**src/rtl/add_seq_ctrl.sv**
```systemverilog
// add_seq_ctrl
// Sequencer for an external 8-bit ripple-carry adder. It accepts one operand
// request and holds the operands on ain/bin/cin for a full evaluation cycle.
// It registers the adder result and presents it through a valid/ready
// handshake. The carry of an accepted result is kept so that the next
// request can chain it, which supports multi-byte additions.
//
// Optional feature: define ADD_SEQ_OVF_EN to add out_ovf. This is the signed
// overflow flag, and it is registered together with out_sum.
//
// state | meaning
// ------+------------------------------------------------------------
// IDLE  | in_ready=1, waiting for a request; operands captured on accept
// EXEC  | adder evaluating the captured operands; result registered at exit
// DONE  | out_valid=1, result held until out_ready; carry chained on accept

module add_seq_ctrl (
  input  logic       clk,
  input  logic       rst,
  input  logic       in_valid,
  output logic       in_ready,
  input  logic [7:0] in_a,
  input  logic [7:0] in_b,
  input  logic       in_first,
  output logic [7:0] ain,
  output logic [7:0] bin,
  output logic       cin,
  input  logic [7:0] sum,
  input  logic       cout,
  output logic       out_valid,
  input  logic       out_ready,
  output logic [7:0] out_sum,
`ifdef ADD_SEQ_OVF_EN
  output logic       out_carry,
  output logic       out_ovf
`else
  output logic       out_carry
`endif
);

  typedef enum logic [1:0] {
    IDLE = 2'd0,
    EXEC = 2'd1,
    DONE = 2'd2
  } state_t;

  state_t     state;
  state_t     state_nxt;

  logic       capture;
  logic       finish;
  logic       handshake;

  logic [7:0] a_reg;
  logic [7:0] b_reg;
  logic       cin_reg;
  logic       carry_reg;

  // The adder only ever sees the captured registers. The operands therefore
  // stay stable for the whole transaction, whatever happens on in_a/in_b.
  assign ain = a_reg;
  assign bin = b_reg;
  assign cin = cin_reg;

  // State register.
  always_ff @(posedge clk) begin
    if (rst) begin
      state <= IDLE;
    end else begin
      state <= state_nxt;
    end
  end

  // Next-state decode and handshake outputs.
  always_comb begin
    state_nxt = state;
    in_ready  = 1'b0;
    out_valid = 1'b0;
    capture   = 1'b0;
    finish    = 1'b0;
    handshake = 1'b0;
    case (state)
      IDLE: begin
        in_ready = 1'b1;
        if (in_valid) begin
          capture   = 1'b1;
          state_nxt = EXEC;
        end
      end
      EXEC: begin
        finish    = 1'b1;
        state_nxt = DONE;
      end
      DONE: begin
        out_valid = 1'b1;
        if (out_ready) begin
          handshake = 1'b1;
          state_nxt = IDLE;
        end
      end
      default: begin
        state_nxt = IDLE;
      end
    endcase
  end

  // Operand capture. A first byte starts a new chain with carry-in 0.
  always_ff @(posedge clk) begin
    if (rst) begin
      a_reg   <= 8'h00;
      b_reg   <= 8'h00;
      cin_reg <= 1'b0;
    end else if (capture) begin
      a_reg   <= in_a;
      b_reg   <= in_b;
      cin_reg <= in_first ? 1'b0 : carry_reg;
    end
  end

  // Result register, loaded at the closing edge of EXEC and held through DONE.
  always_ff @(posedge clk) begin
    if (rst) begin
      out_sum   <= 8'h00;
      out_carry <= 1'b0;
    end else if (finish) begin
      out_sum   <= sum;
      out_carry <= cout;
    end
  end

`ifdef ADD_SEQ_OVF_EN
  // Signed overflow: the operands share a sign and the sum's sign differs.
  always_ff @(posedge clk) begin
    if (rst) begin
      out_ovf <= 1'b0;
    end else if (finish) begin
      out_ovf <= (a_reg[7] == b_reg[7]) && (sum[7] != a_reg[7]);
    end
  end
`endif

  // Chained carry. It moves only when the consumer takes the result, so a
  // result that was dropped by reset never leaks into the next byte.
  always_ff @(posedge clk) begin
    if (rst) begin
      carry_reg <= 1'b0;
    end else if (handshake) begin
      carry_reg <= out_carry;
    end
  end

endmodule
```
**config.mk**
```make
export PLATFORM = sky130hd
export DESIGN_NAME = add_seq_ctrl
export DESIGN_NICKNAME = d
export VERILOG_FILES = /design/src/rtl/add_seq_ctrl.sv
export SDC_FILE = /design/constraint.sdc
export NUM_CORES = 1
export LEC_CHECK = 0
export BUFFER_PORTS_ARGS = -buffer_cell sky130_fd_sc_hd__buf_2
export CORE_ASPECT_RATIO = 1.1
export CORE_MARGIN = 2
export CORE_UTILIZATION = 46
export DETAILED_ROUTE_END_ITERATION = 6
export PLACE_DENSITY = 0.85
export SYNTH_ARGS = -nofsm -noshare
export SYNTH_HDL_FRONTEND = slang
export SYNTH_SLANG_ARGS = --single-unit
```
**constraint.sdc**
```tcl
create_clock -name clk -period 1.86 [get_ports clk]
set_input_delay 0.279 -clock clk [delete_from_list [all_inputs] [get_ports clk]]
set_output_delay 0.279 -clock clk [all_outputs]
set_load 0.1 [all_outputs]
```
==> metrics.txt, run 1 <==
# TYPE chip_impl_metric gauge
chip_impl_info{name="outcome",value="completed"} 1
chip_impl_metric{name="area_delta_synth_final",unit="%"} 31.2
chip_impl_info{name="critPathTopFamily",value="flip-flops"} 1
chip_impl_info{name="yosys_most_used_dff",value="dfxtp_1"} 1
chip_impl_metric{name="depth_of_the_worst_hold_timing_path",unit=""} 3
chip_impl_metric{name="clk_pin_slew",unit="ps"} 80
chip_impl_info{name="min_from",value="in_a[5]"} 1
chip_impl_metric{name="die-width",unit="um"} 49.6
chip_impl_metric{name="die_area",unit="um^2"} 2690
chip_impl_info{name="synth_top_cells_by_count",value="nand2_1, dfxtp_1, a21oi_1, nor2_1"} 1
chip_impl_metric{name="first_pass_grt_wire_length",unit="mm"} 3.46
chip_impl_metric{name="globalRoute.totalOverflow",unit=""} 0
chip_impl_metric{name="ys_warn_count",unit=""} 0
chip_impl_metric{name="antenna_violating_nets_left",unit=""} 0
chip_impl_info{name="rsz0062_at_grt",value="no"} 1
chip_impl_metric{name="max_stage_delay",unit="ps"} 470
chip_impl_metric{name="post_cts_buffers",unit=""} 0
chip_impl_metric{name="fin_worst_skew",unit="ps"} 6.93
chip_impl_metric{name="synth_cells",unit=""} 127
chip_impl_info{name="post-synth-top-count-cell",value="nand2_1"} 1
chip_impl_metric{name="h-tree-depth",unit=""} 2
chip_impl_metric{name="synthDistinctLibCells",unit=""} 17
chip_impl_metric{name="synth-seq-area-share",unit=""} 0.552
chip_impl_metric{name="estimated_wirelength_of_the_detail_placed_design",unit="mm"} 1.73
chip_impl_metric{name="cell_area_after_synthesis",unit="um^2"} 1050
chip_impl_info{name="synth.top_cells.by_area",value="dfxtp_1, nand2_1, a21oi_1"} 1
chip_impl_metric{name="antenna_diode_count",unit=""} 0
chip_impl_info{name="worstHoldPathType",value="input port to flop"} 1
chip_impl_metric{name="reg2regPathDepth",unit=""} 3
chip_impl_metric{name="maxCapViolations",unit=""} 0
chip_impl_metric{name="dp.cells",unit=""} 206
chip_impl_metric{name="post_cts_resized",unit=""} 0
chip_impl_metric{name="setup_viol",unit=""} 0
chip_impl_metric{name="cp.required",unit="ps"} 1580
chip_impl_metric{name="setup_total_negative_slack",unit="ps"} 0
chip_impl_metric{name="mappedNetlistNets",unit=""} 157
chip_impl_metric{name="floorplan.core_area",unit="um^2"} 2210
chip_impl_metric{name="max_slew_margin",unit=""} 0.573
chip_impl_metric{name="ys_async_sr_fraction",unit=""} 0
chip_impl_metric{name="setup_slack_of_the_most_critical_reg_to_reg_path",unit="ps"} 450
chip_impl_metric{name="detail_route.vias_per_cell",unit=""} 4.85
chip_impl_metric{name="placement.io_buffers",unit=""} 57
chip_impl_info{name="worstHoldEndpoint",value="ain[5]"} 1
chip_impl_info{name="root_buffer",value="clkbuf_4"} 1
chip_impl_metric{name="timing.final.max_slew_violations",unit=""} 0
chip_impl_metric{name="synth-edff-count",unit=""} 0
chip_impl_metric{name="gpl.final_weighted_congestion",unit=""} 0.740
chip_impl_metric{name="ioPinCount",unit=""} 58
chip_impl_metric{name="drt_drc_violations_left",unit=""} 0
chip_impl_metric{name="avgRoutedWirePerCell",unit="um"} 10.8
chip_impl_metric{name="detailroute.via_count",unit=""} 1033
chip_impl_metric{name="clock_latency",unit="ps"} 310
chip_impl_metric{name="postCtsHoldBufs",unit=""} 0
chip_impl_metric{name="num_rows",unit=""} 18
chip_impl_metric{name="power_per_standard_cell_area",unit="nW/um^2"} 1050
chip_impl_metric{name="dr.pass1.iters",unit=""} 4
chip_impl_metric{name="tightestPinTransition",unit="ps"} 640
chip_impl_metric{name="grt_pass1_vias",unit=""} 821
chip_impl_metric{name="cts_sinks",unit=""} 29
chip_impl_metric{name="timing.hold.ws",unit="ps"} 193
chip_impl_metric{name="groute.usage.overall",unit=""} 0.180
chip_impl_metric{name="final-hold-violation-count",unit=""} 0
chip_impl_info{name="synthDominantAreaCellType",value="dfxtp_1"} 1
chip_impl_metric{name="period_minus_slack",unit="ps"} 1710
chip_impl_metric{name="pin_count_of_the_biggest_net_entering_global_routing",unit=""} 30
chip_impl_info{name="r2r-end",value="ain[3]"} 1
chip_impl_metric{name="fraction_of_final_layout_cells_with_drive_strength_greater_than_1",unit=""} 0.361
chip_impl_metric{name="fmax",unit="GHz"} 0.585
chip_impl_metric{name="num-fill-cells",unit=""} 215
chip_impl_info{name="endpoint_kind",value="primary output"} 1
chip_impl_metric{name="vdd_ir_drop_max",unit="uV"} 597
chip_impl_info{name="rr_startpoint",value="state[1]"} 1
chip_impl_info{name="setup.worst_path.class",value="flop to primary output"} 1
chip_impl_metric{name="fin_cells",unit=""} 213
chip_impl_metric{name="synthDominantCellAreaShare",unit=""} 0.552
chip_impl_metric{name="synth-seq-cells",unit=""} 29
chip_impl_metric{name="dr.first_iter.drc_count",unit=""} 16
chip_impl_info{name="cp_cell_instances",value="nor2b_2 > buf_2"} 1
chip_impl_metric{name="leakagePower",unit="nW"} 0.660
chip_impl_metric{name="multiInputGateArea",unit="um^2"} 422
chip_impl_info{name="critical_path.slowest_cell",value="dfxtp_1"} 1
chip_impl_metric{name="postRouteWirelength",unit="mm"} 2.31
chip_impl_metric{name="initial_utilization",unit=""} 0.477
chip_impl_metric{name="die_height",unit="um"} 54.2
chip_impl_metric{name="critical_path.n_buffers_inverters",unit=""} 1
chip_impl_info{name="clock_tree_from_tritoncts",value="yes"} 1
chip_impl_metric{name="critPathMaxFanout",unit=""} 7
chip_impl_metric{name="ff_latch_area",unit="um^2"} 581
chip_impl_metric{name="avgSynthCellArea",unit="um^2"} 8.29
chip_impl_metric{name="timing.final.crit_share",unit=""} 0.919
chip_impl_metric{name="critPathArrivalTime",unit="ps"} 1430
chip_impl_info{name="cp-startpoint",value="state[1]"} 1
chip_impl_metric{name="cts_buffers",unit=""} 5
chip_impl_metric{name="cts-root-to-sink-buffers",unit=""} 2
chip_impl_metric{name="antenna_found_initial",unit=""} 0
chip_impl_info{name="crit_path_launch_type",value="flop"} 1
chip_impl_metric{name="post-route-util",unit=""} 0.625
chip_impl_metric{name="layout.nets",unit=""} 213
per-stage QoR:
step                      area (um^2)  worst slack, ps  total power [W]
after global placement           1330              504          0.00109
after global routing             1380             79.9          0.00151
after detailed placement         1330              453          0.00109
after CTS                        1380              150          0.00146
final                            1380              152          0.00145
after floorplan                  1060              217          0.00103
cell usage in the layout, fill, tap and decap left out:
cell type / instances
dfxtp_1: 29
clkbuf_1: 1
or3b_1: 1
clkbuf_4: 5
nor2b_2: 1
nor2_2: 1
a21oi_1: 27
nand2b_1: 2
buf_2: 57
and2b_1: 1
nand2_1: 51
nand3b_1: 2
clkbuf_8: 1
nor2_1: 2
nor3b_4: 1
mux2i_1: 1
where the power goes:
part	internal, W	total [W]	leakage, nW	switching, W
clock	0.000178	0.000372	0.0314	0.000194
sequential	0.000655	0.000675	0.237	0.0000201
combinational	0.0000733	0.000402	0.391	0.000329
total	0.000906	0.00145	0.660	0.000544
cell families after synthesis:
family	Yosys count	synth area share
AO/OA/AOI/OAI	27	0.128
buffers and inverters	8	0.0523
flip-flops	29	0.552
multiplexers	1	0.00951
AND/OR/NAND/NOR	62	0.258
layout make-up:
cell class	instances	area share
Clock buffer	7	0.0399
Timing Repair Buffer	57	0.207
Sequential cell	29	0.421
Tap cell	30	0.0272
Multi-Input combinational cell	90	0.306
worst max path at each step:
stage           endpoint  cells after the start
2_1_floorplan   state[1]                      3
3_3_place_gp      bin[1]                      3
3_5_place_dp      ain[3]                      3
4_1_cts        out_valid                      2
5_1_grt        out_valid                      2
6_report       out_valid                      2
worst reg2reg max path: cells and delay by family, from the launching register on:
kind | cells | cell delay, ps
AOI/OAI and AO/OA | 1 | 70
DFF | 1 | 380
and+or+nand+nor | 2 | 820
routing by layer:
layer | part of all wire | routed length [um] | track usage | vias up
met4 | 0.039 | 89 | 0.125 | 0
met1 | 0.39 | 907 | 0.189 | 459
met5 | 0 | 0 | 0 | -
met2 | 0.50 | 1150 | 0.296 | 41
met3 | 0.070 | 162 | 0.0778 | 13
li1 | - | - | - | 520
Power figures use the tool's default switching activity.
==> inputs of run 2 (changes only) <==
--- a/config.mk
+++ b/config.mk
@@ -11,6 +11,7 @@
 export CORE_UTILIZATION = 46
 export DETAILED_ROUTE_END_ITERATION = 6
 export PLACE_DENSITY = 0.85
+export REMOVE_ABC_BUFFERS = 1
 export SYNTH_ARGS = -nofsm -noshare
 export SYNTH_HDL_FRONTEND = slang
 export SYNTH_SLANG_ARGS = --single-unit
==> run 2 against run 1 <==
Against the previous run:
- wire length shrank 1.9%
- clock skew rose by 4.8 ps
- count of clock-buffer cells in the layout unchanged
- utilization fell by 0.23 points
- clock power barely moved
- via count shrank 1.9%
- critical path depth stayed put
- power about the same
- hold slack worse by 14 ps
- sequential share of layout area up 0.15 points
- global-route usage fell by 0.38 points
- combinational power hardly changed
- largest cell class unchanged
==> metrics.txt, run 2 (synthesis results as in run 1) <==
# TYPE chip_impl_metric gauge
chip_impl_metric{name="die_height",unit="um"} 54.2
chip_impl_metric{name="antenna_violating_nets_left",unit=""} 0
chip_impl_info{name="root_buffer",value="clkbuf_4"} 1
chip_impl_metric{name="avgRoutedWirePerCell",unit="um"} 10.6
chip_impl_metric{name="drt_drc_violations_left",unit=""} 0
chip_impl_info{name="setup.worst_path.class",value="flop to primary output"} 1
chip_impl_metric{name="placed_area",unit="um^2"} 1320
chip_impl_metric{name="cts_buffers",unit=""} 5
chip_impl_metric{name="reg2regPathDepth",unit=""} 3
chip_impl_metric{name="postCtsHoldBufs",unit=""} 0
chip_impl_metric{name="critPathMaxFanout",unit=""} 7
chip_impl_metric{name="fin_worst_skew",unit="ps"} 11.7
chip_impl_metric{name="initial_utilization",unit=""} 0.477
chip_impl_metric{name="vdd_ir_drop_max",unit="uV"} 685
chip_impl_metric{name="power_per_standard_cell_area",unit="nW/um^2"} 1060
chip_impl_metric{name="tightestPinTransition",unit="ps"} 657
chip_impl_metric{name="maxCapViolations",unit=""} 0
chip_impl_metric{name="die-width",unit="um"} 49.6
chip_impl_metric{name="antenna_found_initial",unit=""} 0
chip_impl_metric{name="fraction_of_final_layout_cells_with_drive_strength_greater_than_1",unit=""} 0.350
chip_impl_metric{name="cp.required",unit="ps"} 1580
chip_impl_metric{name="cts_sinks",unit=""} 29
chip_impl_metric{name="dr.first_iter.drc_count",unit=""} 18
chip_impl_info{name="layout.cells.most_common",value="buf_2"} 1
chip_impl_info{name="crit_path_launch_type",value="flop"} 1
chip_impl_metric{name="grt_pass1_vias",unit=""} 808
chip_impl_metric{name="depth_of_the_worst_hold_timing_path",unit=""} 3
chip_impl_metric{name="num_rows",unit=""} 18
chip_impl_metric{name="pin_count_of_the_biggest_net_entering_global_routing",unit=""} 30
chip_impl_metric{name="postRouteWirelength",unit="mm"} 2.26
chip_impl_info{name="endpoint_kind",value="primary output"} 1
chip_impl_info{name="clock_tree_from_tritoncts",value="yes"} 1
chip_impl_metric{name="post_cts_resized",unit=""} 0
chip_impl_metric{name="groute.usage.overall",unit=""} 0.176
chip_impl_metric{name="final_cell_area",unit="um^2"} 1380
chip_impl_info{name="outcome",value="completed"} 1
chip_impl_metric{name="clock_latency",unit="ps"} 320
chip_impl_metric{name="post_cts_buffers",unit=""} 0
chip_impl_metric{name="placement.io_buffers",unit=""} 57
chip_impl_metric{name="clk_pin_slew",unit="ps"} 90
chip_impl_metric{name="layout.nets",unit=""} 213
chip_impl_metric{name="die_area",unit="um^2"} 2690
chip_impl_metric{name="area_delta_synth_final",unit="%"} 30.7
chip_impl_metric{name="detail_route.vias_per_cell",unit=""} 4.76
chip_impl_metric{name="dr.pass1.iters",unit=""} 4
chip_impl_metric{name="fmax",unit="GHz"} 0.586
chip_impl_metric{name="cts-root-to-sink-buffers",unit=""} 2
chip_impl_metric{name="timing.hold.ws",unit="ps"} 179
chip_impl_metric{name="max_slew_margin",unit=""} 0.561
chip_impl_info{name="worstHoldPathType",value="input port to flop"} 1
chip_impl_info{name="layout.cells.most_common_list",value="buf_2, nand2_1, dfxtp_1"} 1
chip_impl_metric{name="period_minus_slack",unit="ps"} 1710
chip_impl_metric{name="critPathArrivalTime",unit="ps"} 1430
chip_impl_metric{name="setup_viol",unit=""} 0
chip_impl_metric{name="detailroute.via_count",unit=""} 1013
chip_impl_info{name="rsz0062_at_grt",value="no"} 1
chip_impl_metric{name="floorplan.core_area",unit="um^2"} 2210
chip_impl_metric{name="timing.final.crit_share",unit=""} 0.918
chip_impl_metric{name="antenna_diode_count",unit=""} 0
chip_impl_metric{name="leakagePower",unit="nW"} 0.659
chip_impl_metric{name="gpl.final_weighted_congestion",unit=""} 0.651
chip_impl_metric{name="globalRoute.totalOverflow",unit=""} 0
chip_impl_metric{name="num-fill-cells",unit=""} 206
chip_impl_metric{name="first_pass_grt_wire_length",unit="mm"} 3.42
chip_impl_metric{name="h-tree-depth",unit=""} 2
chip_impl_metric{name="final-hold-violation-count",unit=""} 0
chip_impl_metric{name="estimated_wirelength_of_the_detail_placed_design",unit="mm"} 1.64
chip_impl_metric{name="timing.final.max_slew_violations",unit=""} 0
chip_impl_metric{name="ioPinCount",unit=""} 58
[run 2: final cells by class]
cell class / count / area, um^2 / area share
Clock buffer: 7 / 55.1 / 0.0400
Multi-Input combinational cell: 90 / 417 / 0.303
Sequential cell: 29 / 581 / 0.422
Tap cell: 30 / 37.5 / 0.0273
Timing Repair Buffer: 57 / 285 / 0.207
[run 2: per-stage QoR]
| stage | instances | worst slack (ps) | total power (W) | TNS [ps] | utilization |
|---|---|---|---|---|---|
| global route | 213 | 52.0 | 0.00151 | 0 | 0.623 |
| CTS | 213 | 140 | 0.00147 | 0 | 0.623 |
| finish | 213 | 153 | 0.00145 | 0 | 0.623 |
| floorplan | 119 | -311 | 0.00101 | -606 | - |
| global placement | 206 | 500 | 0.00109 | 0 | 0.598 |
| detailed placement | 206 | 440 | 0.00109 | 0 | 0.598 |
[run 2: critical path, stage by stage, from the launching register on]
cell and delay (ps):
dfxtp_1 450, nor2b_1 200, buf_2 450
[run 2: metal layers]
layer	vias up	part of all wire	GRT usage
met5	-	0	0
met4	0	0.0066	0.0833
li1	518	-	-
met1	442	0.43	0.199
met2	50	0.46	0.284
met3	3	0.10	0.0833
[run 2: final timing paths]
path | start | end | slack (ps)
setup / recovery | state[1] | out_valid | 150
hold / removal | in_a[4] | ain[4] | 180
setup reg to reg | state[1] | bin[3] | 430
hold reg to reg | cin | cin | 450
[run 2: report_power, final]
| part | internal (W) | switching, W | total, W |
|---|---|---|---|
| Combinational | 0.0000727 | 0.000331 | 0.000403 |
| Sequential | 0.000655 | 0.0000191 | 0.000674 |
| Clock | 0.000178 | 0.000196 | 0.000374 |
| Total | 0.000906 | 0.000545 | 0.00145 |
